===== src/rtl/tlb_cmd_unit.sv =====
// Sequences TLBP/TLBR/TLBWI/TLBWR between CP0 and the TLB array; 3-cycle IDLE->ISSUE->RESP.
// Owns the Random register; results are a one-cycle pulse with no backpressure.
module tlb_cmd_unit #(
  parameter int TLB_NUM = 16,
  localparam int IDX_W = $clog2(TLB_NUM)
) (
  input  logic             clk,
  input  logic             resetn,
  input  logic             op_valid,
  output logic             op_ready,
  input  logic [1:0]       op_type,
  input  logic [31:0]      entryhi_in,
  input  logic [31:0]      entrylo0_in,
  input  logic [31:0]      entrylo1_in,
  input  logic [31:0]      index_in,
  input  logic [IDX_W-1:0] wired_in,
  input  logic             wired_we,
  output logic [IDX_W-1:0] random_out,
  output logic [18:0]      s1_vpn2,
  output logic             s1_odd_page,
  output logic [7:0]       s1_asid,
  input  logic             s1_found,
  input  logic [IDX_W-1:0] s1_index,
  output logic             we,
  output logic [IDX_W-1:0] w_index,
  output logic [18:0]      w_vpn2,
  output logic [7:0]       w_asid,
  output logic             w_g,
  output logic [19:0]      w_pfn0,
  output logic [2:0]       w_c0,
  output logic             w_d0,
  output logic             w_v0,
  output logic [19:0]      w_pfn1,
  output logic [2:0]       w_c1,
  output logic             w_d1,
  output logic             w_v1,
  output logic [IDX_W-1:0] r_index,
  input  logic [18:0]      r_vpn2,
  input  logic [7:0]       r_asid,
  input  logic             r_g,
  input  logic [19:0]      r_pfn0,
  input  logic [2:0]       r_c0,
  input  logic             r_d0,
  input  logic             r_v0,
  input  logic [19:0]      r_pfn1,
  input  logic [2:0]       r_c1,
  input  logic             r_d1,
  input  logic             r_v1,
  output logic             res_valid,
  output logic [3:0]       res_mask,
  output logic [31:0]      res_index,
  output logic [31:0]      res_entryhi,
  output logic [31:0]      res_entrylo0,
  output logic [31:0]      res_entrylo1
);

  typedef enum logic [1:0] {IDLE, ISSUE, RESP} state_t;

  localparam logic [1:0] OP_P  = 2'b00;
  localparam logic [1:0] OP_R  = 2'b01;
  localparam logic [1:0] OP_WR = 2'b11;
  localparam logic [IDX_W-1:0] IDX_MAX = IDX_W'(TLB_NUM - 1);

  state_t     state;
  logic [1:0] op_q;

  logic unused_bits;
  assign unused_bits = ^{index_in[31:IDX_W], entryhi_in[12:8],
                         entrylo0_in[31:26], entrylo1_in[31:26]};

  // TLBP only ever probes with the even-page key.
  assign s1_odd_page = 1'b0;

  always_ff @(posedge clk or negedge resetn) begin
    if (!resetn) begin
      random_out <= IDX_MAX;
    end else if (wired_we || random_out == wired_in || random_out == '0) begin
      random_out <= IDX_MAX;
    end else begin
      random_out <= random_out - 1'b1;
    end
  end

  // Array-side outputs are loaded on acceptance so they are live only during ISSUE.
  always_ff @(posedge clk or negedge resetn) begin
    if (!resetn) begin
      state        <= IDLE;
      op_q         <= OP_P;
      op_ready     <= 1'b1;
      s1_vpn2      <= '0;
      s1_asid      <= '0;
      we           <= 1'b0;
      w_index      <= '0;
      w_vpn2       <= '0;
      w_asid       <= '0;
      w_g          <= 1'b0;
      w_pfn0       <= '0;
      w_c0         <= '0;
      w_d0         <= 1'b0;
      w_v0         <= 1'b0;
      w_pfn1       <= '0;
      w_c1         <= '0;
      w_d1         <= 1'b0;
      w_v1         <= 1'b0;
      r_index      <= '0;
      res_valid    <= 1'b0;
      res_mask     <= '0;
      res_index    <= '0;
      res_entryhi  <= '0;
      res_entrylo0 <= '0;
      res_entrylo1 <= '0;
    end else begin
      case (state)
        IDLE: begin
          if (op_valid) begin
            state    <= ISSUE;
            op_ready <= 1'b0;
            op_q     <= op_type;
            case (op_type)
              OP_P: begin
                s1_vpn2 <= entryhi_in[31:13];
                s1_asid <= entryhi_in[7:0];
              end
              OP_R: r_index <= index_in[IDX_W-1:0];
              default: begin
                we      <= 1'b1;
                w_index <= (op_type == OP_WR) ? random_out : index_in[IDX_W-1:0];
                w_vpn2  <= entryhi_in[31:13];
                w_asid  <= entryhi_in[7:0];
                w_g     <= entrylo0_in[0] & entrylo1_in[0];
                w_pfn0  <= entrylo0_in[25:6];
                w_c0    <= entrylo0_in[5:3];
                w_d0    <= entrylo0_in[2];
                w_v0    <= entrylo0_in[1];
                w_pfn1  <= entrylo1_in[25:6];
                w_c1    <= entrylo1_in[5:3];
                w_d1    <= entrylo1_in[2];
                w_v1    <= entrylo1_in[1];
              end
            endcase
          end
        end
        ISSUE: begin
          state     <= RESP;
          res_valid <= 1'b1;
          s1_vpn2   <= '0;
          s1_asid   <= '0;
          we        <= 1'b0;
          w_index   <= '0;
          w_vpn2    <= '0;
          w_asid    <= '0;
          w_g       <= 1'b0;
          w_pfn0    <= '0;
          w_c0      <= '0;
          w_d0      <= 1'b0;
          w_v0      <= 1'b0;
          w_pfn1    <= '0;
          w_c1      <= '0;
          w_d1      <= 1'b0;
          w_v1      <= 1'b0;
          r_index   <= '0;
          case (op_q)
            OP_P: begin
              res_mask  <= 4'b0001;
              res_index <= s1_found ? {{(32-IDX_W){1'b0}}, s1_index} : 32'h8000_0000;
            end
            OP_R: begin
              res_mask     <= 4'b1110;
              res_entryhi  <= {r_vpn2, 5'b0, r_asid};
              res_entrylo0 <= {6'b0, r_pfn0, r_c0, r_d0, r_v0, r_g};
              res_entrylo1 <= {6'b0, r_pfn1, r_c1, r_d1, r_v1, r_g};
            end
            default: res_mask <= 4'b0000;
          endcase
        end
        default: begin
          state     <= IDLE;
          res_valid <= 1'b0;
          op_ready  <= 1'b1;
        end
      endcase
    end
  end

endmodule


===== config.mk =====
export PLATFORM = sky130hd
export DESIGN_NAME = tlb_cmd_unit
export DESIGN_NICKNAME = d
export VERILOG_FILES = /design/src/rtl/tlb_cmd_unit.sv
export SDC_FILE = /design/constraint.sdc
export NUM_CORES = 1
export LEC_CHECK = 0
export ABC_CLOCK_PERIOD_IN_PS = 2300
export BUFFER_PORTS_ARGS = -buffer_cell sky130_fd_sc_hd__clkbuf_2
export CAP_MARGIN = 40
export CORE_AREA = 2 2 183 185
export DETAILED_ROUTE_END_ITERATION = 8
export DIE_AREA = 0 0 185 187
export GPL_ROUTABILITY_DRIVEN = 0
export PLACE_DENSITY = 0.58
export SETUP_SLACK_MARGIN = 0.5
export SYNTH_ARGS = -nofsm -noshare
export SYNTH_HDL_FRONTEND = slang
export SYNTH_SLANG_ARGS = --single-unit

===== constraint.sdc =====
create_clock -name clk -period 2.3 [get_ports clk]
set_input_delay 0.115 -clock clk [delete_from_list [all_inputs] [get_ports clk]]
set_output_delay 0.115 -clock clk [all_outputs]
set_load 0.1 [all_outputs]

## Yosys cells after proc, flatten, opt, wreduce, memory -nomap -nowiden

Index checks and enable logic that the tools add are counted.

- Add/subtract/negate cells: 1
- Equality and inequality tests: 9
- Muxes and demuxes: 57
- Bitwise operators: 2
- Reduce and logical (&&, ||, !) cells: 15

Operator list:

| cell | number |
|---|---|
| two-way mux 20 bit | 4 |
| case mux 20 bit (2 select lines) | 2 |
| two-way mux 19 bit | 4 |
| case mux 19 bit (2 select lines) | 2 |
| two-way mux 32 bit | 1 |
| two-way mux 8 bit | 4 |
| case mux 8 bit (2 select lines) | 2 |
| two-way mux 4 bit | 6 |
| case mux 4 bit (2 select lines) | 3 |
| case mux 1 bit (2 select lines) | 8 |
| two-way mux 1 bit | 13 |
| two-way mux 3 bit | 4 |
| case mux 3 bit (2 select lines) | 2 |
| AND reduction 3 bit | 3 |
| AND reduction 2 bit | 4 |
| equality test 2 x 1 -> 1 bit, second input constant | 3 |
| zero test 2 bit | 3 |
| equality test 4 bit | 1 |
| zero test 4 bit | 1 |
| != test 2 x 1 -> 1 bit, second input constant | 2 |
| != test 2 bit, second input constant | 2 |
| case mux 2 bit (2 select lines) | 1 |
| subtractor 4 x 1 -> 4 bit, second input constant | 1 |
| equality test 2 bit, second input constant | 1 |
| 6 further kinds | 7 |

- Bits in registers: 239
- Input bits: 221
- Output and inout port bits: 253
- Word-level logic and storage cells: 110

## Depth between registers and ports, before layout

- Word-level depth: 5
- Depth in mapped cells: 6
- Mapped depth without buffers: 4

## Least setup slack after synthesis

No wires, ideal clock.

- Path type: flip-flop to flip-flop
- From: register state[1]
- To: register res_entrylo1[16]
- Setup time: 0.128 ns
- Data arrival time: 1.611 ns
- Data required time: 2.172 ns
- Path slack: 0.561 ns
- Cell stages (with the launch flop): 7
- Buffers on the path: 3
- Period minus slack after synthesis: 1.739 ns
- Cells stage by stage: dfrtp_1 -> nand2b_1 -> clkbuf_1 -> nor3b_2 -> buf_4 -> buf_6 -> mux2_1

- Longest elaborated chain between the ends: 2

RTL lines:

| element | RTL line | RTL |
|---|---|---|
| from (decl) | 64 | `state_t state;` |
| from (signal assigned) | 87 | `state <= IDLE;` |
| from (signal assigned) | 116 | `state <= ISSUE;` |
| from (signal assigned) | 144 | `state <= RESP;` |
| equality test 2 x 1 -> 1 bit | 113 | `case (state)` |
| AND reduction 2 bit (no source line) | -- |  |
| to (signal assigned) | 171 | `res_entrylo1 <= {6'b0, r_pfn1, r_c1, r_d1, r_v1, r_g};` |
| to (decl) | 54 | `output logic [31:0] res_entrylo1` |

Every way passes these cells.
A chain may end at the register's enable or synchronous reset.

## Worst setup path after layout

- From: register state[0]
- To: register res_entryhi[3]

- Longest elaborated chain between the ends: 2

RTL lines:

| element | RTL line | RTL |
|---|---|---|
| equality test 2 x 1 -> 1 bit | 113 |  |
| AND reduction 2 bit (no source line) | -- |  |
| to (signal assigned) | 169 | `res_entryhi <= {r_vpn2, 5'b0, r_asid};` |
| to (decl) | 52 | `output logic [31:0] res_entryhi,` |

Every way passes these cells.

==> impl_metrics.csv <==
group,metric,value,unit
synthesis,synth_cell_types,37,
route,dr_wl_met2,13900,um
worst_setup_path,critical_path.reg2reg.endpoint,"res_entryhi[3]",
floorplanning,io-pin-count,474,
floorplanning,die-area,34600,sq um
synthesis,yosysWarnings,0,
synthesis,synth_sequential_area_ratio,61.7,%
worst_hold_path,min_delay_path_depth,3,
timing,tns,0,ns
floorplanning,coreArea,32900,sq um
route,detail-route-antenna-nets,0,
worst_setup_path,critPathKind,"flip-flop to flip-flop",
worst_setup_path,critical_path_required_time,2.70,ns
finish,fillers,3132,
global_route,grt_pass1_vias,7486,
finish,mostFrequentLayoutCell,"sky130_fd_sc_hd__clkbuf_2",
timing,fin_crit_sh,76.4,%
worst_setup_path,r2r.worst_path.cells,5,
global_route,globalRouteTotalUtil,15.4,%
timing,final_max_slew_viol_count,0,
timing,grt_setup_unrepaired,"yes",
floorplanning,row_count,67,
floorplanning,die_height,187,um
synthesis,synth_top_area_share,60.2,%
worst_setup_path,worst_setup_path_end_kind,"flip-flop",
worst_setup_path,setup.worst_path.start_class,"flip-flop",
timing,finalSetupViolCount,0,
floorplanning,floorplan.initialDensity,25.8,%
timing,highest_clock_rate,569,MHz
synthesis,synthMuxAreaShare,10.9,%
route,drt_pass1_iterations,4,
placed_design,post-dp-hpwl,17900,um
clock_tree,cts_buffers,24,
synthesis,post_synth_instance_area,8480,sq um
timing,slew_headroom,58.9,%
synthesis,synth-simple-area-share,5.83,%
route,postRouteWirelength,28000,um
global_route,grt_first_pass_wirelength,42200,um
synthesis,synth_ff_type,"sky130_fd_sc_hd__dfrtp_1",
synthesis,synth_top_cells_by_area,"sky130_fd_sc_hd__dfrtp_1, sky130_fd_sc_hd__mux2_2, sky130_fd_sc_hd__o21ai_0",
global_route,grt_max_degree,80,
route,met3WireLength,2040,um
worst_setup_path,slowest_delay,0.50,ns
timing,worst_slew_pin_slew,0.617,ns
timing,min_period,1.76,ns
route,wirelength_met1,11100,um
synthesis,synth_fa_ha_area_share,0.148,%
synthesis,synthCells,714,
worst_setup_path,arrival,2.16,ns
clock_tree,worst_skew_pair.late_latency,0.52,ns
clock_tree,path_clk_slew,0.06,ns
timing,maximum_clock_skew_at_final_layout,0.00588,ns
synthesis,syn-mean-instance-area,11.9,sq um
finish,seqCellArea,5240,sq um
route,vias,7374,
finish,multiInputGateArea,2800,sq um
clock_tree,cts.htree.levels,1,
route,viasPerCell,4.28,
timing,final_hold_viol_count,0,
synthesis,post_synth_xor_area_fraction,0.620,%
flow_run,drv_cap,0,
route,drt-initial-drc-count,251,
synthesis,synth-edff-count,0,
worst_hold_path,min_delay_worst_endpoint,"op_q[1]",
clock_tree,number_of_clock_sinks_seen_by_cts,209,
clock_tree,clk_root_buffer_cell,"sky130_fd_sc_hd__clkbuf_16",
worst_hold_path,hold_class,"primary input to flip-flop",
finish,area_growth_syn_to_layout,57.7,%
placed_design,buffer_ports.inserted,383,
finish,final_cell_mix,"sky130_fd_sc_hd__clkbuf_2, sky130_fd_sc_hd__dfrtp_1, sky130_fd_sc_hd__dlygate4sd3_1",
finish,drive_gt1_share,41.0,%
worst_setup_path,critical-path-slowest-cell,"sky130_fd_sc_hd__dfrtp_1",
global_route,antenna_found_initial,1,
synthesis,postSynthRegisterBits,209,
floorplanning,chipWidth,185,um
synthesis,synth.largest_area_cell,"sky130_fd_sc_hd__dfrtp_1",
route,routed.top_layer,"met4",
route,route.detailed.wl_per_inst,16.2,um
worst_hold_path,hp-start,"op_type[1]",
outcome,outcome,"complete, no violations",
finish,num-nets-final,1479,
clock_tree,clk_buf_depth,3,
synthesis,main_combinational_cell_family_by_area_after_synthesis,"compound AO/OA/AOI/OAI gates",
worst_setup_path,timing.critical_path.fanout_max,39,
worst_setup_path,r2r_setup_slack,0.54,ns
synthesis,synth_compound_area_share,13.2,%
synthesis,synth_async_sr_flop_share,100,%
clock_tree,cts_tree,"done",
route,post-route-drc-count,0,
worst_setup_path,regToRegStartpoint,"state[0]",
global_route,gr-total-overflow,0,
worst_setup_path,cells_traversed_along_the_worst_timing_path,"nand2b_2 > nor3b_4 > buf_4 > buf_12 > mux2_2",
==> critical path, delay by kind of cell (launching register included) <==
family,cells,cell delay (ns)
buffers and inverters,2,0.42
muxes,1,0.37
and+or+nand+nor,2,0.33
DFF,1,0.50
==> sequential cells by signal, summed over array words and instances, names as in the netlist, 19 cells and up <==
register and cells:
res_entryhi 27, res_entrylo0 25, res_entrylo1 26, s1_vpn2 19, w_pfn0 20, w_pfn1 20
w_vpn2 19
==> layout make-up <==
class	count	share of cell area, %
clock buffer	31	5.07
multi-input combinational	439	20.9
antenna	1	0.0187
clock inverter	13	1.50
sequential	209	39.1
tap	448	4.19
inverter	9	0.253
timing repair buffer	574	28.9
==> worst max path at each step <==
stage          startpoint          endpoint  slack (ns)  cells after the start
4_1_cts          state[0]        s1_asid[1]        0.48                      5
6_report         state[0]    res_entryhi[3]        0.54                      5
2_1_floorplan    state[1]  res_entrylo1[16]        0.56                      6
3_5_place_dp     state[0]       s1_vpn2[12]        0.49                      5
5_1_grt          state[0]    res_entryhi[0]        0.47                      5
3_3_place_gp     state[0]       s1_vpn2[16]        0.51                      5
==> Yosys cell counts, drive strengths merged (5+ instances only) <==
| cell | n |
|---|---|
| dfrtp | 204 |
| o21ai | 117 |
| mux2 | 78 |
| buf | 69 |
| nand2 | 65 |
| a22o | 37 |
| clkbuf | 32 |
| nand3 | 31 |
| a21oi | 29 |
| inv | 9 |
| nor2 | 7 |
| xnor2 | 6 |
| dfstp | 5 |
| mux2i | 5 |
==> cells by family after synthesis <==
| family | Yosys count |
|---|---|
| compound gates | 192 |
| xor+xnor | 6 |
| fa+ha+maj | 1 |
| buf+inv | 110 |
| flops | 209 |
| mux | 83 |
| other cells | 1 |
| simple gates | 112 |
==> metal layers <==
layer  global-route usage [%]  vias to the layer above
met1                     18.6                     3553
met4                     5.77                        0
met2                     26.5                      277
li1                         -                     3491
met3                     3.52                       53
met5                        0                        -
==> what timing repair did <==
item,4_1_cts,5_1_grt
pin swaps,0,1
gates cloned,0,1
hold endpoints to repair,254,0
buffers inserted,0,2
hold buffers,173,0
resized for setup,0,9
endpoints found under the setup margin,18,154
==> per-stage QoR <==
step | hold slack [ns] | setup slack (ns) | cells | utilization, % | area, sq um
floorplan | -0.181 | 0.561 | 758 | - | 8650
global placement | 0.0797 | 0.509 | 1503 | 32.6 | 10700
detailed placement | 0.0798 | 0.487 | 1503 | 32.6 | 10700
CTS | 0.0475 | 0.480 | 1720 | 40.5 | 13300
global route | 0.0954 | 0.468 | 1724 | 40.7 | 13400
finish | 0.0573 | 0.543 | 1724 | 40.7 | 13400
Power is left out: the tool's default activity adds up to more than one toggle a clock period on the data nets, which glitch-free logic cannot reach.
